File: src/rtl/btn_input_pkg.sv
// ---------------------------------------------------------------------------
// btn_input_pkg
// Shared constants for the push-button front end: display address width,
// default debounce length and default free-run divider, plus a small helper
// that sizes a counter able to hold 0..n-1.
// ---------------------------------------------------------------------------
package btn_input_pkg;

    localparam int ADDR_W        = 5;
    localparam int DB_CYCLES_DEF = 1_000_000;
    localparam int RUN_DIV_DEF   = 67_108_864;

    // Bits needed to count 0..n-1, never less than one bit.
    function automatic int cnt_width(input int n);
        if (n > 1) begin
            return $clog2(n);
        end else begin
            return 1;
        end
    endfunction

endpackage

File: src/rtl/btn_input_debounce.sv
// ---------------------------------------------------------------------------
// btn_input_debounce
// One raw push button: 2-flop synchronizer, stability counter, accepted
// level and a one-cycle press pulse on a debounced 0->1 transition.
//
// Ports
//   clk       : clock, rising edge
//   rst       : asynchronous active-high reset
//   btn_i     : raw asynchronous button level
//   press_o   : registered press pulse, high the cycle after the level rises
//   press_d_o : next-state of press_o, lets the parent register its own
//               reaction in the very cycle press_o is high
// ---------------------------------------------------------------------------
module btn_input_debounce
    import btn_input_pkg::*;
#(
    parameter int DB_CYCLES = DB_CYCLES_DEF
) (
    input  logic clk,
    input  logic rst,
    input  logic btn_i,
    output logic press_o,
    output logic press_d_o
);

    localparam int               CNT_W    = cnt_width(DB_CYCLES);
    localparam logic [CNT_W-1:0] CNT_LAST = CNT_W'(DB_CYCLES - 1);

    logic             sync1_q;
    logic             sync2_q;
    logic [CNT_W-1:0] cnt_q;
    logic [CNT_W-1:0] cnt_d;
    logic             level_q;
    logic             level_d;
    logic             level_prev_q;
    logic             press_q;
    logic             press_d;

    // Count consecutive cycles of disagreement; accept the new level on the last one.
    always_comb begin
        cnt_d   = '0;
        level_d = level_q;
        if (sync2_q != level_q) begin
            if (cnt_q == CNT_LAST) begin
                cnt_d   = '0;
                level_d = sync2_q;
            end else begin
                cnt_d   = cnt_q + CNT_W'(1);
                level_d = level_q;
            end
        end else begin
            cnt_d   = '0;
            level_d = level_q;
        end
        // Rising edge of the accepted level, seen one cycle after it lands.
        press_d = level_q & ~level_prev_q;
    end

    // Synchronizer, stability counter, accepted level and press pulse registers.
    always_ff @(posedge clk or posedge rst) begin
        if (rst) begin
            sync1_q      <= 1'b0;
            sync2_q      <= 1'b0;
            cnt_q        <= '0;
            level_q      <= 1'b0;
            level_prev_q <= 1'b0;
            press_q      <= 1'b0;
        end else begin
            sync1_q      <= btn_i;
            sync2_q      <= sync1_q;
            cnt_q        <= cnt_d;
            level_q      <= level_d;
            level_prev_q <= level_q;
            press_q      <= press_d;
        end
    end

    assign press_o   = press_q;
    assign press_d_o = press_d;

endmodule

File: src/rtl/btn_input.sv
// ---------------------------------------------------------------------------
// btn_input
// Front-panel controller for a small CPU: debounces four raw buttons and
// turns their presses into a CPU clock enable (single step or free run) and
// a register-file display address with an enable toggle.
//
// Ports
//   clk, rst   : clock (rising edge), asynchronous active-high reset
//   btn_step   : raw single-step button
//   btn_run    : raw run/stop toggle button
//   btn_up     : raw display-address increment button
//   btn_down   : raw display-address decrement button
//   cpu_ce     : one-cycle CPU clock-enable pulse (registered)
//   run_mode   : 1 free-running, 0 single-step (registered)
//   disp_addr  : displayed register-file address (registered)
//   disp_en    : display enable, toggled by up+down together (registered)
// RUN_DIV must be 2 or more.
// ---------------------------------------------------------------------------
module btn_input
    import btn_input_pkg::*;
#(
    parameter int DB_CYCLES = DB_CYCLES_DEF,
    parameter int RUN_DIV   = RUN_DIV_DEF
) (
    input  logic              clk,
    input  logic              rst,
    input  logic              btn_step,
    input  logic              btn_run,
    input  logic              btn_up,
    input  logic              btn_down,
    output logic              cpu_ce,
    output logic              run_mode,
    output logic [ADDR_W-1:0] disp_addr,
    output logic              disp_en
);

    localparam int               DIV_W    = cnt_width(RUN_DIV);
    localparam logic [DIV_W-1:0] DIV_LAST = DIV_W'(RUN_DIV - 1);
    localparam logic [DIV_W-1:0] DIV_PRE  = DIV_W'(RUN_DIV - 2);

    logic              step_press_s;
    logic              run_press_s;
    logic              up_press_s;
    logic              down_press_s;
    logic [3:0]        press_q_unused_s;

    logic              cpu_ce_q;
    logic              cpu_ce_d;
    logic              run_mode_q;
    logic              run_mode_d;
    logic [DIV_W-1:0]  div_q;
    logic [DIV_W-1:0]  div_d;
    logic [ADDR_W-1:0] addr_q;
    logic [ADDR_W-1:0] addr_d;
    logic              en_q;
    logic              en_d;

    btn_input_debounce #(.DB_CYCLES(DB_CYCLES)) u_db_step (
        .clk       (clk),
        .rst       (rst),
        .btn_i     (btn_step),
        .press_o   (press_q_unused_s[0]),
        .press_d_o (step_press_s)
    );

    btn_input_debounce #(.DB_CYCLES(DB_CYCLES)) u_db_run (
        .clk       (clk),
        .rst       (rst),
        .btn_i     (btn_run),
        .press_o   (press_q_unused_s[1]),
        .press_d_o (run_press_s)
    );

    btn_input_debounce #(.DB_CYCLES(DB_CYCLES)) u_db_up (
        .clk       (clk),
        .rst       (rst),
        .btn_i     (btn_up),
        .press_o   (press_q_unused_s[2]),
        .press_d_o (up_press_s)
    );

    btn_input_debounce #(.DB_CYCLES(DB_CYCLES)) u_db_down (
        .clk       (clk),
        .rst       (rst),
        .btn_i     (btn_down),
        .press_o   (press_q_unused_s[3]),
        .press_d_o (down_press_s)
    );

    // Run/step control, divider and display address next-state.
    // Every register here is driven from the press next-state, so its new
    // value lands in the same cycle the debouncer's press pulse is high.
    always_comb begin
        run_mode_d = run_mode_q;
        div_d      = div_q;
        cpu_ce_d   = 1'b0;
        addr_d     = addr_q;
        en_d       = en_q;

        if (run_press_s) begin
            // Toggle cycle: restart the divider, never pulse.
            run_mode_d = ~run_mode_q;
            div_d      = '0;
            cpu_ce_d   = 1'b0;
        end else if (run_mode_q) begin
            // cpu_ce is set together with div reaching its last value.
            if (div_q == DIV_LAST) begin
                div_d    = '0;
                cpu_ce_d = 1'b0;
            end else begin
                div_d    = div_q + DIV_W'(1);
                cpu_ce_d = (div_q == DIV_PRE);
            end
        end else begin
            cpu_ce_d = step_press_s;
        end

        case ({up_press_s, down_press_s})
            2'b11:   en_d   = ~en_q;
            2'b10:   addr_d = addr_q + ADDR_W'(1);
            2'b01:   addr_d = addr_q - ADDR_W'(1);
            default: begin
                addr_d = addr_q;
                en_d   = en_q;
            end
        endcase
    end

    // Output and control state registers.
    always_ff @(posedge clk or posedge rst) begin
        if (rst) begin
            cpu_ce_q   <= 1'b0;
            run_mode_q <= 1'b0;
            div_q      <= '0;
            addr_q     <= '0;
            en_q       <= 1'b1;
        end else begin
            cpu_ce_q   <= cpu_ce_d;
            run_mode_q <= run_mode_d;
            div_q      <= div_d;
            addr_q     <= addr_d;
            en_q       <= en_d;
        end
    end

    assign cpu_ce    = cpu_ce_q;
    assign run_mode  = run_mode_q;
    assign disp_addr = addr_q;
    assign disp_en   = en_q;

endmodule

File: config.mk
export PLATFORM = sky130hd
export DESIGN_NAME = btn_input
export DESIGN_NICKNAME = d
export VERILOG_FILES = /design/src/rtl/btn_input_pkg.sv /design/src/rtl/btn_input_debounce.sv /design/src/rtl/btn_input.sv
export SDC_FILE = /design/constraint.sdc
export NUM_CORES = 1
export LEC_CHECK = 0
export ABC_AREA = 1
export BUFFER_PORTS_ARGS = -buffer_cell sky130_fd_sc_hd__buf_2
export CAP_MARGIN = 20
export CORE_ASPECT_RATIO = 0.9
export CORE_MARGIN = 2
export CORE_UTILIZATION = 50
export DETAILED_ROUTE_END_ITERATION = 10
export PLACE_DENSITY_LB_ADDON = 0.1
export SETUP_SLACK_MARGIN = 0.2
export SYNTH_ARGS = -nofsm -noshare
export SYNTH_HDL_FRONTEND = slang
export SYNTH_SLANG_ARGS = --single-unit
File: constraint.sdc
create_clock -name clk -period 4.5 [get_ports clk]
set_clock_uncertainty 0.15 [all_clocks]
set_input_delay 0.45 -clock clk [delete_from_list [all_inputs] [get_ports clk]]
set_output_delay 0.45 -clock clk [all_outputs]
set_load 0.01 [all_outputs]
# Word-level counts from Yosys, hierarchy flattened
# Index checks and enable logic that the tools add are counted.
dict set report totals {
  reg_bits 130
  latch_bits 0
  ramBits 0
  romBits 0
  in_bits 6
  output_inout_bits 8
  word_cells 76
  n_memories 0
}
dict set report op_classes {
  add_sub_neg 7
  multipliers 0
  div_mod_pow 0
  order_cmp 0
  n_eq_ne 13
  shifts 0
  n_mux 15
  n_bitwise 10
  reduce_logical 6
}
# operator count
set ops {}
lappend ops {{$mux 20} 8}
lappend ops {{$add 20x1->20 const B} 4}
lappend ops {{$eq 20x20->1 const B} 4}
lappend ops {{$mux 26} 3}
lappend ops {{$eq 26x26->1 const B} 2}
lappend ops {{$add 26x1->26 const B} 1}
lappend ops {{$pmux 5 s2} 1}
lappend ops {{$reduce_and 2->1} 4}
lappend ops {{$not 1->1} 6}
lappend ops {{$add 5x1->5 const B} 1}
lappend ops {{$sub 5x1->5 const B} 1}
lappend ops {{$and 1x1->1} 4}
lappend ops {{$eq 2x2->1 const B} 2}
lappend ops {{$ne 1x1->1} 4}
lappend ops {{$reduce_bool 2->1} 2}
lappend ops {{$mux 1} 3}
lappend ops {{$eq 2x1->1 const B} 1}

# Longest topological paths before layout
# Gate-level depths: netlist (run 1).
dict set report logic_depth {
  ltp_word 4
  mapped_depth 14
  mapped_depth_nobuf 14
}

# Hierarchy
# From an unflattened synthesis (run 1), not the netlist that was laid out.
dict set report hier_totals {
  hier_cells 926
  area_unflattened_um2 7507.2
}
# module n_inst cells_each area_per_inst_um2
set modules_own_cells {}
lappend modules_own_cells {btn_input_debounce 4 165 1355.0}
lappend modules_own_cells {btn_input 1 266 2087.0}

# Worst setup path before layout (run 1)
# Ideal clock, no wire load.
dict set report synth_path {
  kind {reg2reg}
  start {reg u_db_down.level_q}
  end {reg addr_q[4], in the netlist disp_addr[4]}
  arrival_time_ns 1.563
  slack_ns 2.671
  stages_incl_launch_ff 13
  period_less_slack_ns 1.829
  path_cell_list {dfrtp_1 -> inv_1 -> nor2_1 -> ha_1 -> xor2_1 -> ha_1 -> inv_1 -> nand2_1 -> nand3_1 -> nand3b_1 -> nand2_1 -> nand2_1 -> nand2_1}
}
dict set report synth_via {
  elab_chain_len 3
  elab_cells_between_ends 5
  cone_classes {eq/ne (2); mux (1); bitwise (1); reduce/logical (1)}
}
# element line
set synth_lines {}
lappend synth_lines {{start: declaration} btn_input_debounce.sv:33} ;# logic level_q;
lappend synth_lines {{start signal: assignment} btn_input_debounce.sv:72} ;# level_q <= level_d;
lappend synth_lines {{$and 1x1->1 *} btn_input_debounce.sv:56} ;# press_d = level_q & ~level_prev_q;
lappend synth_lines {{$eq 2x1->1 or $eq 2x2->1 (tied branches)} btn_input.sv:118} ;# case ({up_press_s, down_press_s})
lappend synth_lines {{$pmux 5 s2 or $reduce_bool 2->1 (tied branches)} -}
lappend synth_lines {{end signal: assignment} btn_input.sv:141} ;# addr_q <= addr_d;
lappend synth_lines {{end: declaration} btn_input.sv:53} ;# logic [ADDR_W-1:0] addr_q;
# Mark *: on every way between the ends. The rest lies on a longest branch, timed or not.
# A chain may end at the register's enable or synchronous reset.

# Final worst setup path (run 1)
dict set report layout_path {
  start {reg div_q[0]}
  end {reg cpu_ce_q, in the netlist cpu_ce}
}
dict set report layout_via {
  elab_chain_len 4
  elab_cells_between_ends 5
  cone_classes {eq/ne (2); mux (3)}
}
# element line
set layout_lines {}
lappend layout_lines {{start: declaration} btn_input.sv:51} ;# logic [DIV_W-1:0] div_q;
lappend layout_lines {{start signal: assignment} btn_input.sv:140} ;# div_q <= div_d;
lappend layout_lines {{$eq 26x26->1, on equally long branches} {btn_input.sv:112, btn_input.sv:107}}
lappend layout_lines {{$mux 1 *} btn_input.sv:107} ;# if (div_q == DIV_LAST) begin
lappend layout_lines {{$mux 1 *} btn_input.sv:105} ;# end else if (run_mode_q) begin
lappend layout_lines {{$mux 1 *} btn_input.sv:100} ;# if (run_press_s) begin
lappend layout_lines {{named net cpu_ce_d} btn_input.sv:48} ;# logic cpu_ce_d;
lappend layout_lines {{end signal: assignment} btn_input.sv:138} ;# cpu_ce_q <= cpu_ce_d;
lappend layout_lines {{end: declaration} btn_input.sv:47} ;# logic cpu_ce_q;
# Mark *: on every way through the listed nets, which the timed path passes. The rest lies on a longest branch.

==> results_dict.tcl, run 1 <==
set metrics [dict create \
    run_status "complete, no violations" \
    finalNonFillerCells 1164 \
    drv_slew 0 \
    cpMaxStageDelayCell "dfrtp_1" \
    ir_drop_uv 330 \
    timing.critical_path.from_type "flip-flop" \
    wl_per_cell_um 11.7 \
    rows 41 \
    grt_pass1_wl_um 24000 \
    route.vias.total 5586 \
    logic_depth_of_the_worst_setup_path_including_buffers 8 \
    power_per_cell_area_nw_per_um2 323 \
    first_global_vias 5267 \
    timing_worst_slew_pin_value_ps 930 \
    final_layout_size_suffix_gt1_share_pct 8.24 \
    mappedNetlistArea_um2 7050 \
    dieArea_um2 15100 \
    worst_hold_slack_ps 87.7 \
    cts_inserted_buffers 17 \
    total_of_warnings_raised_by_yosys 0 \
    drc_errors 0 \
    global_route.overflow_total 0 \
    area_of_the_core_um2 13900 \
    timing.fmax_mhz 491 \
    largest_net_degree_at_the_start_of_global_routing 108 \
    report.final.hold_viol_count 0 \
    global_route.usage.total_pct 20.1 \
    synth_nets 943 \
    synth.avg_cell_area_um2 7.61 \
    top_fanout_value_on_the_critical_path 15 \
    dp_hpwl_um 9860 \
    end_kind "flip-flop" \
    flow.area_growth_from_synthesis_pct 12.7 \
    crit_path_end "cpu_ce" \
    die_h_um 117 \
    critPathMostFrequentCell "nand2_2" \
    timing_worst_setup_path_type "flip-flop to flip-flop" \
    grt_antenna_before_repair 0 \
    finish.instance_area_um2 7940 \
    max_cap_viol_count 0 \
    clk_transition_reported_paths_ps 50 \
    final_cell_mix "nand2_1 (239), nor2_1 (186), dfrtp_1 (129)" \
    rsz0062_at_grt "no" \
    clock_tree.htree_level_count 4 \
    postRouteAntennaNets 0 \
    crit_path_cell_trace "ha_1 -> nand2_1 -> nor2_1 -> nand2_2 -> nor2_4 -> nand2_2 -> nand2_4 -> o21ai_0" \
    setup_slack_ps 2460 \
    cts-root-buf "clkbuf_16" \
    synth-seq-cells 130 \
    finalWeightedCongestion 0.884 \
    peak_per_stage_delay_on_the_critical_path_ps 420 \
    critPathTopFamily "simple AND/OR/NAND/NOR gates" \
    netlist-cell-type-count 34 \
    detail_route.first_pass.iterations 5 \
    chipWidth_um 129 \
    total_wire_length_um 13700 \
    worstSkewPairLatency_ps 420 \
    final_nets 975 \
    dp_cell_count 1128 \
    worst_hold_path_type "primary input to asynchronous set/reset pin" \
    ioPinCount 14 \
    critPathBufInv 0 \
    place_worst_setup_slack_ps 2460 \
    reg2reg_slack_ps 2460 \
    post_drt_via_cell_ratio 4.80 \
    leakage_uw 0.00354 \
    clock_path_buffers 2 \
    final.period_utilization_pct 45.3 \
    timing.final.crit_period_ps 2040 \
    synth_top_cell_area_share_pct 45.8 \
    setup_viol_count_final 0 \
    first_iter_violations 280 \
    final_common_cell "nand2_1" \
    ff2ff_path_depth 8 \
    cts.sinks 130 \
    postPlaceCellArea_um2 7320 \
    synth_area_leader_cell "dfrtp_1" \
    tns_ps 0 \
    worst_setup_path_startpoint "div_q[0]" \
    crit_required_ps 4630 \
    initial_utilization_pct 50.7 \
    layout.filler_cells 1309 \
    reg2reg_from "div_q[0]" \
    synth_cells 926 \
    crit_arrival_ps 2160 \
    seq_area_frac_synth_pct 46.2 \
    r2r_end "cpu_ce" \
    placement.io_buffers 13 \
    tritoncts_clock_tree "yes" \
    ys_top_cells_by_area "dfrtp_1 (46%), nand2_1 (13%), nor2_1 (9.9%)" \
    antenna_cells 0 \
    timing.max_slew.rel_slack_pct 38.0 \
]
[Yosys cell counts (all sizes together)]
master / instances
a21boi: 1
a21o: 1
a21oi: 21
a31oi: 1
and2: 1
buf: 4
clkbuf: 2
dfrtp: 129
dfstp: 1
ha: 11
inv: 114
nand2: 244
nand3: 56
nand3b: 3
nand4: 18
nor2: 200
nor3: 29
nor3b: 5
o21ai: 20
o21bai: 1
o22ai: 5
xnor2: 14
xor2: 45
[worst min path at each step]
| stage | slack [ps] | cells past startpoint | endpoint |
|---|---|---|---|
| after detailed placement | 180 | 0 | u_db_up.sync2_q |
| after global placement | 180 | 0 | u_db_up.sync2_q |
| after global routing | 200 | 2 | u_db_up.cnt_q[16] |
| after floorplan | 180 | 0 | u_db_down.sync2_q |
| after CTS | 150 | 2 | u_db_up.cnt_q[16] |
| final | 90 | 2 | u_db_up.cnt_q[17] |
[worst reg2reg max path: stages, from the launching register on]
cell,delay [ps]
dfrtp_1,420
ha_1,320
nand2_1,100
nor2_1,140
nand2_2,110
nor2_4,210
nand2_2,90
nand2_4,210
o21ai_0,160
[state kept, by name (all words and copies together), names as in the netlist, 5 cells and up]
signal,cells
u_db_step.cnt_q,20
u_db_run.cnt_q,20
u_db_up.cnt_q,20
div_q,26
u_db_down.cnt_q,20
disp_addr,5
[metal layers]
metal,track usage (%),up-vias,share of wire (%)
li1,-,2952,-
met3,4.90,8,2.9
met4,6.45,0,0.93
met2,29.8,76,42
met1,29.2,2550,54
met5,0,-,0
[cell families (layout without fill, tap and decap cells)]
logic type	count (synthesis)	count (layout)	share of synthesized area, %
adder cells (fa/ha/maj)	11	11	1.95
AO/OA/AOI/OAI	50	50	4.53
AND/OR/NAND/NOR	556	556	33.2
XOR/XNOR	59	59	7.33
buffers and inverters	120	165	6.80
flip-flops	130	130	46.2
[power by group]
group	internal, uW	total (uW)	switching [uW]
clock	828	1320	488
combinational	14.8	59.9	45.1
sequential	1180	1190	7.76
[cell type report]
cell class	count	area, um2	area share (%)
inverters	114	433	5.45
multi-input cells	676	3310	41.7
well taps	193	241	3.04
repair buffers	19	120	1.51
flip-flops and latches	130	3250	41.0
clock inverters	9	78.8	0.993
clock buffers	23	498	6.27
[stage by stage]
step	util [%]	total power [uW]
after CTS	57.1	2600
after global placement	52.7	1270
after floorplan	-	1250
final	57.1	2570
after detailed placement	52.7	1270
after global routing	57.1	2670
[repair_timing]
| item | 4_1_cts | 5_1_grt |
|---|---|---|
| setup buffers | 0 | 0 |
| endpoints found under the setup margin | 0 | 0 |
| hold buffers | 4 | 0 |
| hold endpoints to repair | 4 | 0 |
| resized for setup | 0 | 0 |
No activity file was read; power rests on OpenSTA's default activity.
==> run 2, diff against run 1 <==
==> constraint.sdc (replaced) <==
create_clock -name clk -period 2.1 [get_ports clk]
set_clock_uncertainty 0.15 [all_clocks]
set_input_delay 0.21 -clock clk [delete_from_list [all_inputs] [get_ports clk]]
set_output_delay 0.21 -clock clk [all_outputs]
set_load 0.01 [all_outputs]
==> results_dict.tcl, run 2 (synthesis gave the netlist of run 1 again) <==
set metrics [dict create \
    run_status "complete, no violations" \
    timing_worst_setup_path_type "flip-flop to flip-flop" \
    drv_slew 0 \
    finalWeightedCongestion 0.851 \
    worst_hold_slack_ps 161 \
    rsz0062_at_grt "yes" \
    antenna_cells 0 \
    first_global_vias 5336 \
    timing.max_slew.rel_slack_pct 73.3 \
    cts-root-buf "clkbuf_16" \
    report.power.total_uw 5650 \
    clock_path_buffers 2 \
    reg2reg_slack_ps 300 \
    wl_per_cell_um 11.7 \
    final_common_cell "nand2_1" \
    area_of_the_core_um2 13900 \
    layout.filler_cells 1276 \
    crit_arrival_ps 1950 \
    report.final.hold_viol_count 0 \
    placement.io_buffers 13 \
    finalNonFillerCells 1175 \
    crit_required_ps 2250 \
    global_route.usage.total_pct 20.2 \
    timing.fmax_mhz 557 \
    top_fanout_value_on_the_critical_path 4 \
    detail_route.first_pass.iterations 4 \
    largest_net_degree_at_the_start_of_global_routing 78 \
    final_nets 987 \
    total_wire_length_um 13800 \
    leakage_uw 0.00360 \
    worstSkewPairLatency_ps 420 \
    r2r_end "disp_addr[4]" \
    tns_ps 0 \
    worst_setup_path_startpoint "u_db_up.level_q" \
    final_layout_size_suffix_gt1_share_pct 10.6 \
    dp_cell_count 1135 \
    route.vias.total 5672 \
    reg2reg_from "u_db_up.level_q" \
    ioPinCount 14 \
    dp_hpwl_um 9820 \
    timing.critical_path.from_type "flip-flop" \
    post_drt_via_cell_ratio 4.83 \
    flow.area_growth_from_synthesis_pct 15.7 \
    ir_drop_uv 556 \
    number_of_flip_flops_under_the_largest_register_name 26 \
    clock_tree.htree_level_count 4 \
    chipWidth_um 129 \
    timing.final.crit_period_ps 1800 \
    die_h_um 117 \
    grt_pass1_wl_um 24400 \
    first_iter_violations 385 \
    global_route.overflow_total 0 \
    max_cap_viol_count 0 \
    rows 41 \
    dieArea_um2 15100 \
    power_per_cell_area_nw_per_um2 693 \
    top_register "div_q" \
    grt_antenna_before_repair 0 \
    setup_viol_count_final 0 \
    cts.sinks 130 \
    timing_worst_slew_pin_value_ps 400 \
    ff2ff_path_depth 14 \
    tritoncts_clock_tree "yes" \
    end_kind "flip-flop" \
    drc_errors 0 \
    postRouteAntennaNets 0 \
    final.period_utilization_pct 85.5 \
    final_cell_mix "nand2_1 (237), nor2_1 (182), dfrtp_1 (128)" \
    worst_hold_path_type "primary input to asynchronous set/reset pin" \
    clk_transition_reported_paths_ps 60 \
    initial_utilization_pct 50.7 \
    cts_inserted_buffers 17 \
]
==> run 2: worst max-delay path, cell delays in order, from the launching register on <==
cell and delay, ps:
dfrtp_1 340, inv_1 50, nor2_2 140, inv_2 70, ha_4 180, xor2_2 150
ha_2 170, inv_1 60, nand2_2 60, nand3_2 80, nand2_1 50, nand2_1 60
nand2_1 50, nand2_1 50, nand2_1 40
==> run 2: worst max-delay path by stage <==
stage | cells past startpoint | slack, ps | endpoint
after floorplan | 1 | 130 | cpu_ce
after global placement | 12 | 170 | disp_addr[4]
after detailed placement | 13 | 120 | disp_addr[4]
after CTS | 14 | 210 | disp_addr[4]
after global routing | 7 | 150 | u_db_step.cnt_q[12]
final | 14 | 300 | disp_addr[4]
==> run 2: stage by stage <==
| step | cell area, um2 | utilization [%] | setup WS, ps |
|---|---|---|---|
| after floorplan | 7050 | - | 132 |
| final | 8150 | 58.7 | 305 |
| after detailed placement | 7410 | 53.3 | 125 |
| after CTS | 8060 | 58.0 | 214 |
| after global placement | 7410 | 53.3 | 169 |
| after global routing | 8150 | 58.7 | 147 |
==> run 2: per-layer routing <==
layer  vias to the layer above  GRT usage (%)  routed length, um
met4                         0           6.67                183
met2                        73           29.7               5840
met3                        17           5.13                420
met5                         -              0                  0
li1                       2986              -                  -
met1                      2596           29.4               7320
==> run 2: power by group <==
group / switching [uW] / internal (uW)
sequential: 17.1 / 2530
clock: 1070 / 1880
combinational: 103 / 46.7
==> run 2: what timing repair did <==
item                       4_1_cts  5_1_grt
gates resized for setup          2       17
buffers inserted                 2        2
hold endpoints to repair        56        0
pin swaps                        0        4
hold buffers                     5        0
setup endpoints to repair        1       56
==> run 2: area by class of cell <==
type                            count  area (um2)  share of cell area, %
Clock buffer                       20         447                   5.48
Sequential cell                   130        3260                   39.9
Clock inverter                     11         138                   1.69
Inverter                          114         432                   5.29
Tap cell                          193         241                   2.96
Timing Repair Buffer               31         250                   3.07
Multi-Input combinational cell    676        3390                   41.6
==> run 3, diff against run 2 <==
--- a/config.mk
+++ b/config.mk
@@ -10,7 +10,8 @@
 export CAP_MARGIN = 20
 export CORE_ASPECT_RATIO = 0.9
 export CORE_MARGIN = 2
-export CORE_UTILIZATION = 50
+export CORE_UTILIZATION = 30
+export CTS_CLUSTER_DIAMETER = 150
 export DETAILED_ROUTE_END_ITERATION = 10
 export PLACE_DENSITY_LB_ADDON = 0.1
 export SETUP_SLACK_MARGIN = 0.2
==> results_dict.tcl, run 3 (synthesis gave the netlist of run 1 again) <==
set metrics [dict create \
    final.period_utilization_pct 85.5 \
    cpMaxStageDelayCell "dfrtp_1" \
    tritoncts_clock_tree "yes" \
    first_iter_violations 389 \
    critPathBufInv 2 \
    area_of_the_core_um2 23200 \
    clock_power_share_pct 53.8 \
    clock_path_buffers 2 \
    finalWeightedCongestion 0.765 \
    timing_worst_slew_pin_value_ps 440 \
    largest_net_degree_at_the_start_of_global_routing 58 \
    power.switching_fraction_pct 21.0 \
    power_per_cell_area_nw_per_um2 702 \
    run_status "complete, no violations" \
    route.vias.total 5630 \
    ir_drop_uv 436 \
    clock_tree.htree_level_count 4 \
    flow.area_growth_from_synthesis_pct 18.3 \
    timing.fmax_mhz 557 \
    drv_slew 0 \
    min_from "u_db_down.sync1_q" \
    timing.max_slew.rel_slack_pct 70.6 \
    reg2reg_slack_ps 300 \
    final_common_cell "nand2_1" \
    timing.critical_path.from_type "flip-flop" \
    reg2reg_from "u_db_down.level_q" \
    worst_setup_path_startpoint "u_db_down.level_q" \
    end_kind "flip-flop" \
    top_register "div_q" \
    cts-root-buf "clkbuf_16" \
    final_cell_mix "nand2_1 (238), nor2_1 (182), dfrtp_1 (128)" \
    leakage_uw 0.00364 \
    timing_worst_setup_path_type "flip-flop to flip-flop" \
    rsz0062_at_grt "yes" \
    cts.sinks 130 \
    grt_pass1_wl_um 26700 \
    critPathTopFamily "simple AND/OR/NAND/NOR gates" \
    rows 53 \
    crit_path_cell_trace "inv_1 -> nor2_2 -> ha_4 -> xor2_2 -> ha_1 -> inv_1 -> nand2_1 -> nand3_1 -> nand3b_1 -> nand2_1 -> nand2_1 -> nand2_1" \
    number_of_flip_flops_under_the_largest_register_name 26 \
    comb_power_share_pct 2.6 \
    dp_hpwl_um 11100 \
    antenna_cells 0 \
    max_cap_viol_count 0 \
    p_int_uw 4620 \
    wl_per_cell_um 12.0 \
    total_wire_length_um 15500 \
    detail_route.first_pass.iterations 4 \
    crit_required_ps 2260 \
    dieArea_um2 24700 \
    global_route.usage.total_pct 13.6 \
    crit_arrival_ps 1960 \
    top_fanout_value_on_the_critical_path 4 \
    cts_inserted_buffers 17 \
    critPathMostFrequentCell "nand2_1" \
    net-switching-power_uw 1230 \
    die_h_um 149 \
    chipWidth_um 166 \
    setup_viol_count_final 0 \
    layout.core_utilization_pct 35.9 \
    worstSkewPairLatency_ps 410 \
    grt_antenna_before_repair 0 \
    report.final.hold_viol_count 0 \
    initial_utilization_pct 30.4 \
    timing.final.crit_period_ps 1800 \
    first_global_vias 5441 \
    global_route.overflow_total 0 \
    final_nets 990 \
    tns_ps 0 \
    peak_per_stage_delay_on_the_critical_path_ps 390 \
    drc_errors 0 \
    postRouteAntennaNets 0 \
    report.power.total_uw 5850 \
    seqPwrFrac_pct 43.6 \
    post_drt_via_cell_ratio 4.37 \
    final_layout_size_suffix_gt1_share_pct 10.9 \
    placement.io_buffers 13 \
    worst_hold_path_type "flip-flop to flip-flop" \
    clk_transition_reported_paths_ps 60 \
    ioPinCount 14 \
]
[run 3: power by group through the flow]
stage	sequential (uW)	clock (uW)	combinational, uW
final	2550	3150	153
after global routing	2550	3370	180
after CTS	2550	3240	160
after detailed placement	2590	0	152
after global placement	2600	0	154
after floorplan	2590	0	93.6
[run 3: path summary, 6_finish.rpt]
check                      cells past startpoint           endpoint
max                                           12       disp_addr[4]
min                                            0  u_db_down.sync2_q
max reg2reg                                   12       disp_addr[4]
min reg2reg                                    0  u_db_down.sync2_q
max in group asynchronous                      4            disp_en
min in group asynchronous                      3  u_db_step.sync1_q
[run 3: stage by stage]
stage                     instance area [um2]  hold slack, ps  cells  worst slack (ps)
final                                    8330             198   1288               304
after global routing                     8330             213   1288               140
after CTS                                8260             201   1287               195
after detailed placement                 7560             104   1248               133
after global placement                   7560             104   1248               130
after floorplan                          7050            91.4    926               132
[run 3: final cells by class]
cell class / count / area [um2]
Timing Repair Buffer: 34 / 260
Multi-Input combinational cell: 676 / 3390
Sequential cell: 130 / 3260
Inverter: 114 / 432
Tap cell: 302 / 378
Fill cell: 2440 / 14900
Clock buffer: 22 / 464
Clock inverter: 10 / 156
[run 3: routing by layer]
layer  up-vias  share of wire [%]  track usage, %
li1       2991                  -               -
met1      2584                 54            19.7
met2        46                 42            20.2
met3         9                2.6            3.36
met4         0               0.83            3.23
met5         -                  0               0
[run 3: what timing repair did]
action,CTS,global route
setup endpoints to repair,6,53
gates resized for setup,2,17
hold buffers,5,0
hold endpoints to repair,20,0
pin swaps,1,4
setup buffers,2,1
